`src/rtl/piece_queue.sv`:
```
// Piece queue: a small circular buffer of upcoming block codes, kept topped up by a
// request/wait fill FSM that talks to an external block generator with fixed latency.
module piece_queue #(
    parameter int unsigned DEPTH   = 3,
    parameter int unsigned GEN_LAT = 1
) (
    input  logic                       clk,
    input  logic                       rst_i,
    input  logic                       flush_i,
    output logic                       gen_req_o,
    input  logic [2:0]                 gen_code_i,
    output logic                       piece_valid_o,
    input  logic                       piece_ready_i,
    output logic [2:0]                 piece_o,
    output logic                       preview_valid_o,
    output logic [2:0]                 preview_o,
    output logic [$clog2(DEPTH+1)-1:0] count_o,
    output logic                       bad_code_o
);

    localparam int unsigned PW = (DEPTH > 1) ? $clog2(DEPTH) : 1;
    localparam int unsigned CW = $clog2(DEPTH + 1);
    localparam int unsigned LW = $clog2(GEN_LAT + 1);

    localparam logic [PW-1:0] LAST_PTR = PW'(DEPTH - 1);
    localparam logic [CW-1:0] FULL_CNT = CW'(DEPTH);
    localparam logic [LW-1:0] LAT_LOAD = LW'(GEN_LAT);

    typedef enum logic [1:0] {StIdle, StReq, StWait} fill_state_e;

    fill_state_e   state_q, state_d;
    logic [LW-1:0] lat_q, lat_d;
    logic [CW-1:0] count_q, count_d;
    logic [PW-1:0] rd_q, rd_d, wr_q, wr_d, rd_nxt;
    logic          gen_req_q, gen_req_d;
    logic          bad_q, bad_d;
    logic          piece_valid_q, piece_valid_d;
    logic          preview_valid_q, preview_valid_d;
    logic          sample, push, pop;
    logic [2:0]    mem_q [DEPTH];

    function automatic logic [PW-1:0] ptr_inc(input logic [PW-1:0] p);
        return (p == LAST_PTR) ? '0 : p + PW'(1);
    endfunction

    always_comb begin
        state_d = state_q;
        lat_d   = lat_q;
        sample  = 1'b0;
        unique case (state_q)
            StIdle: begin
                if (!flush_i && count_q < FULL_CNT) begin
                    state_d = StReq;
                end
            end
            StReq: begin
                state_d = StWait;
                lat_d   = LAT_LOAD;
            end
            StWait: begin
                lat_d = lat_q - LW'(1);
                // Counter hits zero this cycle: the generator's code is valid now.
                if (lat_q <= LW'(1)) begin
                    sample  = 1'b1;
                    state_d = StIdle;
                end
            end
            default: state_d = StIdle;
        endcase

        push  = sample && (gen_code_i != 3'd7);
        bad_d = sample && (gen_code_i == 3'd7);
        pop   = piece_valid_q && piece_ready_i;

        rd_d    = pop ? ptr_inc(rd_q) : rd_q;
        wr_d    = push ? ptr_inc(wr_q) : wr_q;
        count_d = count_q;
        if (push && !pop) begin
            count_d = count_q + CW'(1);
        end else if (!push && pop) begin
            count_d = count_q - CW'(1);
        end

        // Flush wins over everything, including a code arriving for the aborted request.
        if (flush_i) begin
            state_d = StIdle;
            lat_d   = '0;
            push    = 1'b0;
            bad_d   = 1'b0;
            rd_d    = '0;
            wr_d    = '0;
            count_d = '0;
        end

        gen_req_d       = (state_d == StReq);
        piece_valid_d   = (count_d != '0);
        preview_valid_d = (count_d >= CW'(2));
    end

    always_ff @(posedge clk) begin
        if (rst_i) begin
            state_q         <= StIdle;
            lat_q           <= '0;
            count_q         <= '0;
            rd_q            <= '0;
            wr_q            <= '0;
            gen_req_q       <= 1'b0;
            bad_q           <= 1'b0;
            piece_valid_q   <= 1'b0;
            preview_valid_q <= 1'b0;
        end else begin
            state_q         <= state_d;
            lat_q           <= lat_d;
            count_q         <= count_d;
            rd_q            <= rd_d;
            wr_q            <= wr_d;
            gen_req_q       <= gen_req_d;
            bad_q           <= bad_d;
            piece_valid_q   <= piece_valid_d;
            preview_valid_q <= preview_valid_d;
        end
    end

    always_ff @(posedge clk) begin
        if (push && !rst_i) begin
            mem_q[wr_q] <= gen_code_i;
        end
    end

    assign rd_nxt          = ptr_inc(rd_q);
    assign gen_req_o       = gen_req_q;
    assign bad_code_o      = bad_q;
    assign count_o         = count_q;
    assign piece_valid_o   = piece_valid_q;
    assign preview_valid_o = preview_valid_q;
    assign piece_o         = piece_valid_q ? mem_q[rd_q] : 3'd0;
    assign preview_o       = preview_valid_q ? mem_q[rd_nxt] : 3'd0;

endmodule
```
`config.mk`:
```
export PLATFORM = sky130hd
export DESIGN_NAME = piece_queue
export DESIGN_NICKNAME = d
export VERILOG_FILES = /design/src/rtl/piece_queue.sv
export SDC_FILE = /design/constraint.sdc
export NUM_CORES = 1
export LEC_CHECK = 0
export ABC_AREA = 0
export CELL_PAD_IN_SITES_DETAIL_PLACEMENT = 0
export CELL_PAD_IN_SITES_GLOBAL_PLACEMENT = 1
export CORE_MARGIN = 10
export CORE_UTILIZATION = 42
export DETAILED_ROUTE_END_ITERATION = 8
export MAX_ROUTING_LAYER = met4
export PLACE_DENSITY_LB_ADDON = 0.1
export RECOVER_POWER = 25
export SLEW_MARGIN = 20
export SYNTH_ARGS = -nofsm -noshare
export SYNTH_HDL_FRONTEND = slang
export SYNTH_SLANG_ARGS = --single-unit
```
`constraint.sdc`:
```
create_clock -name clk -period 3.31 [get_ports clk]
set_input_delay 0.331 -clock clk [delete_from_list [all_inputs] [get_ports clk]]
set_output_delay 0.331 -clock clk [all_outputs]
set_load 0.01 [all_outputs]
```
After elaboration in Yosys (flattened, before gate mapping)
Memory sizes are Yosys's and may differ from the RTL's. A register that Yosys moved wholly into a read port is not among the register bits.
Cells that the tools add are included.
W data, S select, Z words.

storage, ports and cells
  memory bits (writable) = 9
  output and inout port bits = 12
  memories kept = 1
  word-level logic and storage cells = 59
  bits of input ports = 7
  flip-flop bits (word level) = 13

operators by class
  reductions and logical operators = 15
  order comparisons = 3
  $add $sub $neg = 5
  muxes and demuxes = 19
  eq/ne operators = 7

memories
  name   depth  width  rd ports  clocked after Yosys merged registers in  wr ports  RTL line  source
  mem_q  3      3      2         1                                        1         40        logic [2:0] mem_q [DEPTH];

operator list
  kind                   count
  $mux W2                10
  $logic_and A1 B1 Y1    7
  $add A2 B1 Y2 const B  3
  $eq A2 B2 Y1 const B   3
  $mux W3                2
  $pmux W2 S3            1
  $mux W1                5
  $eq A2 B1 Y1 const B   2
  $logic_not A1 Y1       4
  $reduce_bool A2 Y1     2
  $eq A3 B3 Y1 const B   1
  $ne A3 B3 Y1 const B   1
  $ge A2 B2 Y1 const B   1
  $logic_not A2 Y1       1
  $lt A2 B2 Y1 const B   1
  $pmux W1 S2            1
  $reduce_or A2 Y1       1
  $sub A2 B1 Y2 const B  1
  $le A1 B1 Y1 const B   1
  $sub A1 B1 Y1 const B  1

Longest topological paths before layout
Gate-level depths: netlist of run 1.

  word-level depth = 10
  gate-level depth with buffers = 4
  depth with buffers taken out = 4

Worst setup path after synthesis of run 1
OpenSTA, ideal clock, no wires.

  path type = input to register
  start = in flush_i
  end = mem mem_q[0][0], enable pin
  cell stages on the path = 4
  data required time = 2939 ps
  buffers on the path = 2
  setup time = 371 ps
  arrival = 1256 ps
  path slack = 1683 ps
  cell sequence = or2_1 -> clkbuf_1 -> clkbuf_1 -> nor4_1

on the way
  cells in the longest elaborated chain, start to end = 4

ends and longest elaborated chain
  item                           RTL line  source
  start, declared                9         input logic flush_i,
  $mux W1                        85        if (flush_i) begin
  $logic_and A1 B1 Y1            125       if (push && !rst_i) begin
  $mux W1                        125
  $mux W1 (implied by the code)  126       mem_q[wr_q] <= gen_code_i;
  end, declared                  40

No other way between the ends.

Worst setup path in the final report of run 1
  start = reg rd_q[0]
  end = out preview_o[1]

on the way
  cells in the longest elaborated chain, start to end = 4
  elaborated cells on any way between the ends = 5
  those cells by class = add/sub: 1; eq/ne: 1; mux: 2; memory: 1

ends and longest elaborated chain
  item                                           RTL line  source
  start, declared                                34        logic [PW-1:0] rd_q, rd_d, wr_q, wr_d, rd_nxt;
  start signal, assigned                         115       rd_q <= rd_d;
  $add A2 B1 Y2 or $eq A2 B2 Y1 (tied branches)  43        return (p == LAST_PTR) ? '0 : p + PW'(1);
  $mux W2 *                                      43
  $mem_v2 Z3 W3 *                                --
  $mux W3 *                                      137       assign preview_o = preview_valid_q ? mem_q[rd_nxt] : 3'd0;
  end, declared                                  16        output logic [2:0] preview_o,

Mark *: on every way between the ends. The rest lies on a longest branch, timed or not.

==> summary.md, run 1 <==
| Metric | Value |
|---|---|
| Remaining global-route overflow | 0 |
| Fin util | 54.5% |
| Die W | 68.7 µm |
| Worst endpoint data arrival time | 1.72 ns |
| Hold Path Class | flop to flop |
| First-pass GRT wire length | 2870 µm |
| Vias/cell | 5.09 |
| Final Hold Vio Count | 0 |
| Status | finished, final reports clean |
| Pre-antenna DRT Iters | 4 |
| Crit path max-delay cell type | dfxtp_1 |
| Hold Crit Start | wr_q[1] |
| Core footprint | 2230 µm² |
| Max VDD drop | 0.000276 V |
| CP max stage delay | 0.48 ns |
| Number of max-cap violations | 0 |
| Post-synthesis sequential area ratio | 55.3% |
| Fin Setup TNS | 0 ns |
| Inserted Clock Buffers | 3 |
| Mean Syn Cell Area | 10.9 µm² |
| Critical Path Start Type | flop |
| Critical Path Fanout Max | 6 |
| CTS Buffer Depth | 2 |
| Fillers | 204 |
| Vias in the first global route | 650 |
| Via count | 698 |
| Min cycle time layout | 2.05 ns |
| Antenna Nets Post-Route | 0 |
| Core Rows | 17 |
| Cts repair resizes | 0 |
| Largest net degree at the start of global routing | 16 |
| Final slew viol count | 0 |
| Die Footprint | 4720 µm² |
| RePlAce Congestion | 0.725 |
| P per Cell Area | 367 nW/µm² |
| Top Usage Layer GRT | met2 |
| Setup crit end | preview_o[1] |
| Clock-pin transition on the worst setup and hold timing paths | 0.12 ns |
| Initial antenna violation count | 0 |
| Met2 usage | 13.4% |
| RSZ-0062 raised after global routing | false |
| Synth Warn # | 0 |
| R2r startpoint | state_q[0] |
| Synth cell types | 26 |
| Worst slew pin tran | 0.831 ns |
| Mapped Cells | 91 |
| Period Utilization, post-route | 62.0% |
| IO buf count | 18 |
| Htree depth | 1 |
| CP Buf/Inv Count | 1 |
| Met3 usage | 3.70% |
| Final Skew | 0.0101 ns |
| CP Capture Type | primary output |
| Post-synthesis cell area | 996 µm² |
| Post-CTS setup buffers | 0 |
| Initial drt markers | 30 |
| Io pins | 19 |
| GR Util met1 | 8.83% |
| Starting Density | 44.6% |
| RR Endpoint | mem_q[0][2] |
| Worst-Skew Late Latency | 0.30 ns |
| Worst-path cell chain | mux2i_1 > o21ai_0 > and2_1 > clkdlybuf4s50_1 |
| Slew Limit Headroom | 44.6% |
| R2R depth | 3 |
| Leak | 0.377 nW |
| Crit-path leading delay family | flip-flops |
| Die extent in y | 68.7 µm |
| Critical Path RT | 2.98 ns |
| Yosys reg bits | 23 |
| Final setup fails | 0 |
| GRT Util Overall | 8.28% |
| Most frequent cells in the layout | 14 x dfxtp_1, 14 x clkdlybuf4s50_1, 11 x nand2_1 |
| Critical Path Stages | 4 |
| NumNets Final | 118 |
| Share of layout cells above drive strength 1 | 8.26% |
| Syn nets | 99 |
| Area growth syn-to-layout | 22.1% |
| Post-cts hold buffer count | 0 |
| CP Launch Point | rd_q[0] |
| CTS tree | done |
| Wire per inst | 13.0 µm |
| CTS root buffer | clkbuf_4 |
| DP Wirelength | 1400 µm |
| Clk sink count | 23 |
| DRC | 0 |
| Kind of critical path | flop to primary output |
| WL final | 1780 µm |
| Highest Clock Rate | 487 MHz |
| R2r setup slk | 1.67 ns |
| Number of antenna diodes | 0 |
-- sequential cells by signal, summed over array words and instances (netlist names), named ones only --
register	cells
gen_req_o	1
piece_valid_o	1
wr_q	2
mem_q	9
state_q	2
preview_valid_o	1
rd_q	2
count_o	2
bad_code_o	1
-- power by group --
group / leakage [nW] / internal (mW) / switching, mW / total, mW
combinational: 0.166 / 0.0135 / 0.0120 / 0.0255
sequential: 0.194 / 0.297 / 0.00261 / 0.299
clock: 0.0177 / 0.0450 / 0.0771 / 0.122
-- logic make-up after synthesis --
| kind of cell | after synthesis | synth area share [%] |
|---|---|---|
| AO/OA/AOI/OAI | 16 | 11.2 |
| adder cells (fa/ha/maj) | 1 | 1.26 |
| buffers and inverters | 6 | 3.02 |
| multiplexers | 8 | 8.04 |
| AND/OR/NAND/NOR | 37 | 21.2 |
| flip-flops | 23 | 55.3 |
-- cell usage after synthesis --
| cell | instances | area [µm²] |
|---|---|---|
| dfxtp_1 | 14 | 280 |
| nand2_1 | 11 | 41.3 |
| edfxtp_1 | 9 | 270 |
| mux2i_1 | 8 | 80.1 |
| and2_1 | 6 | 37.5 |
| o21ai_0 | 6 | 30.0 |
| nor4_1 | 5 | 31.3 |
| nor2_1 | 4 | 15.0 |
| a21oi_1 | 3 | 15.0 |
| clkbuf_1 | 3 | 11.3 |
| nor3b_1 | 3 | 22.5 |
| a211oi_2 | 2 | 25.0 |
| a311oi_1 | 2 | 17.5 |
| inv_1 | 2 | 7.51 |
| nor3_1 | 2 | 10.0 |
| a21boi_0 | 1 | 7.51 |
| a21o_1 | 1 | 7.51 |
| a21oi_2 | 1 | 8.76 |
| and2b_4 | 1 | 10.0 |
| and3_1 | 1 | 6.26 |
| buf_6 | 1 | 11.3 |
| ha_1 | 1 | 12.5 |
| nand3_1 | 1 | 5.00 |
| nand3_4 | 1 | 17.5 |
| nor4b_1 | 1 | 8.76 |
| or2_1 | 1 | 6.26 |
-- area by class of cell --
type	instances	area [µm²]	area share, %
multi-input combinational	62	415	34.2
inverter	2	7.51	0.617
tap	28	35.0	2.88
timing repair buffer	18	180	14.8
clock inverter	1	5.00	0.412
sequential	23	551	45.3
clock buffer	3	22.5	1.85
-- per-layer routing --
layer	vias to the layer above	wire, µm
met5	-	0
met4	0	11
met3	2	130
met2	16	851
met1	310	785
li1	370	-
-- how the worst min path moves through the flow --
stage,slack [ns],cells after the start,endpoint
finish,0.48,2,wr_q[1]
global route,0.51,2,bad_code_o
CTS,0.48,2,wr_q[1]
detailed placement,0.46,2,wr_q[1]
global placement,0.48,2,wr_q[1]
floorplan,0.43,0,mem_q[0][0]
-- per-stage QoR --
stage	area, µm²	power, mW	cells	hold slack, ns	setup slack [ns]
4_1_cts	1220	0.455	137	0.480	1.22
5_1_grt	1220	0.468	137	0.514	1.12
3_5_place_dp	1190	0.332	133	0.463	1.18
2_1_floorplan	996	0.318	91	0.430	1.68
3_3_place_gp	1190	0.332	133	0.480	1.19
6_report	1220	0.447	137	0.479	1.26
-- worst register-to-register path, delay by kind of cell (launching register included) --
| kind | cells | cell delay (ns) |
|---|---|---|
| and+or+nand+nor | 3 | 0.94 |
| DFF | 1 | 0.35 |
Note: power is estimated with default switching activity, not from simulation.
==> run 2, diff against run 1 <==
- CORE_UTILIZATION: 42 -> 35
- clock period: 3.31 -> 1.74 ns (I/O delays scaled with it)
==> run 2 against run 1 <==
  * Clock power is 100% higher
  * Power is 94% higher
  * First-iteration DRC count is 30% higher
  * Critical path depth is 1 higher
  * Wire length is 14% higher
  * Clock-buffer cell count stayed put
  * Critical path type unchanged
  * Largest cell class unchanged
  * Largest power group unchanged
==> summary.md, run 2 (synthesis gave the netlist of run 1 again) <==
| Metric | Value |
|---|---|
| Number of max-cap violations | 0 (unchanged) |
| Initial drt markers | 39 (was 30) |
| Die W | 73.3 µm (was 68.7 µm) |
| Final Hold Vio Count | 0 (unchanged) |
| Leak | 0.430 nW (was 0.377 nW) |
| Core footprint | 2730 µm² (was 2230 µm²) |
| Starting Density | 36.4% (was 44.6%) |
| CP Capture Type | primary output (unchanged) |
| Worst-path cell chain | buf_4 > mux2i_1 > o21ai_1 > and2_1 > clkdlybuf4s15_1 (was mux2i_1 > o21ai_0 > and2_1 > clkdlybuf4s50_1) |
| CP max stage delay | 0.38 ns (was 0.48 ns) |
| Core Rows | 19 (was 17) |
| Inserted Clock Buffers | 3 (unchanged) |
| Critical Path Start Type | flop (unchanged) |
| Worst slew pin tran | 0.344 ns (was 0.831 ns) |
| Share of layout cells above drive strength 1 | 17.4% (was 8.26%) |
| R2r setup slk | 0.24 ns (was 1.67 ns) |
| Htree depth | 1 (unchanged) |
| Worst-Skew Late Latency | 0.31 ns (was 0.30 ns) |
| Pre-antenna DRT Iters | 6 (was 4) |
| Fin util | 46.4% (was 54.5%) |
| Commonest non-fill, non-tap cell in the layout | nand2_1 |
| Fin Setup TNS | 0 ns (unchanged) |
| First-pass GRT wire length | 3420 µm (was 2870 µm) |
| CP Launch Point | rd_q[0] (unchanged) |
| Placed cells | 140 (was 133) |
| CTS Buffer Depth | 2 (unchanged) |
| Crit path max-delay cell type | dfxtp_4 (was dfxtp_1) |
| Critical Path Fanout Max | 4 (was 6) |
| R2r startpoint | state_q[0] (unchanged) |
| Io pins | 19 (unchanged) |
| Hold Path Class | flop to flop (unchanged) |
| Final slew viol count | 0 (unchanged) |
| Initial antenna violation count | 0 (unchanged) |
| IO buf count | 18 (unchanged) |
| Vias/cell | 4.93 (was 5.09) |
| Kind of critical path | flop to primary output (unchanged) |
| Critical Path RT | 1.57 ns (was 2.98 ns) |
| Worst endpoint data arrival time | 1.43 ns (was 1.72 ns) |
| Tot Pwr | 866 µW (was 447 µW) |
| Wire per inst | 13.8 µm (was 13.0 µm) |
| CTS root buffer | clkbuf_4 (unchanged) |
| Clock-pin transition on the worst setup and hold timing paths | 0.13 ns (was 0.12 ns) |
| Via count | 720 (was 698) |
| Hold Crit Start | wr_q[1] (unchanged) |
| DRC | 0 (unchanged) |
| WL final | 2020 µm (was 1780 µm) |
| Antenna Nets Post-Route | 0 (unchanged) |
| Max VDD drop | 0.000369 V (was 0.000276 V) |
| Reg with most FFs | mem_q (unchanged) |
| GRT Util Overall | 8.01% (was 8.28%) |
| Die Footprint | 5380 µm² (was 4720 µm²) |
| Post-Layout Cell Count | 146 (was 137) |
| Vias in the first global route | 789 (was 650) |
| Clk sink count | 23 (unchanged) |
| Min cycle time layout | 1.61 ns |
| RSZ-0062 raised after global routing | false (unchanged) |
| Area growth syn-to-layout | 27.3% (was 22.1%) |
| DP Wirelength | 1640 µm (was 1400 µm) |
| Final setup fails | 0 (unchanged) |
| Status | finished, final reports clean (unchanged) |
| Highest Clock Rate | 622 MHz |
| CTS tree | done (unchanged) |
| NumNets Final | 124 (was 118) |
| Hold_ws | 0.478 ns (was 0.479 ns) |
| Period Utilization, post-route | 92.4% |
| Final Skew | 0.00612 ns (was 0.0101 ns) |
| Slew Limit Headroom | 76.7% (was 44.6%) |
| Number of antenna diodes | 0 (unchanged) |
| P per Cell Area | 683 nW/µm² (was 367 nW/µm²) |
| Largest net degree at the start of global routing | 15 (was 16) |
| Die extent in y | 73.3 µm (was 68.7 µm) |
| Most frequent cells in the layout | 11 x nand2_1, 10 x dfxtp_1, 9 x clkdlybuf4s50_1, 9 x edfxtp_1, 8 x mux2i_1 (was 14 x dfxtp_1, 14 x clkdlybuf4s50_1, 11 x nand2_1) |
| Remaining global-route overflow | 0 (unchanged) |
| Largest register FFs | 9 (unchanged) |
| RePlAce Congestion | 0.743 (was 0.725) |
| Fillers | 275 (was 204) |
==> run 2: timing repair <==
item	in CTS	in global routing
gates resized for setup	13	5
buffers inserted	1	1
setup endpoints to repair	6	2
hold buffers	0	0
==> run 2: power by group <==
group,internal [mW],switching [mW]
Clock,0.0890,0.158
Combinational,0.0284,0.0239
Sequential,0.561,0.00506
==> run 2: worst paths after layout <==
kind,endpoint,depth (start not counted)
worst max-delay path,preview_o[1],5
worst min-delay path,wr_q[1],2
worst max register to register,mem_q[2][1],4
worst min register to register,wr_q[1],2
==> run 2: per-stage QoR <==
| step | setup slack, ns | area, µm² |
|---|---|---|
| 2_1_floorplan | 0.246 | 996 |
| 3_3_place_gp | 0.110 | 1220 |
| 3_5_place_dp | 0.0738 | 1220 |
| 4_1_cts | 0.0136 | 1260 |
| 5_1_grt | 0.00730 | 1270 |
| 6_report | 0.133 | 1270 |
==> run 2: worst max-delay path, delay by kind of cell (launching register included) <==
kind                   cells  cell delay (ns)
multiplexers               1             0.17
flip-flops                 1             0.38
AO/OA/AOI/OAI              1             0.07
AND/OR/NAND/NOR            1             0.15
buffers and inverters      2             0.35
==> run 2: cell type report <==
cell class	instances	area [µm²]	share of cell area, %
inverters	2	7.51	0.592
flip-flops and latches	23	561	44.2
multi-input cells	62	415	32.8
clock inverters	1	6.26	0.494
well taps	31	38.8	3.06
repair buffers	24	216	17.1
clock buffers	3	22.5	1.78
==> run 2: per-layer routing <==
metal | vias to the layer above | wire, µm | global-route usage, % | share of wire (%)
met1 | 324 | 805 | 8.18 | 40
met2 | 12 | 1060 | 13.8 | 53
li1 | 380 | - | - | -
met5 | - | 0 | - | 0
met4 | 0 | 31 | 3.73 | 1.5
met3 | 4 | 118 | 2.29 | 5.8
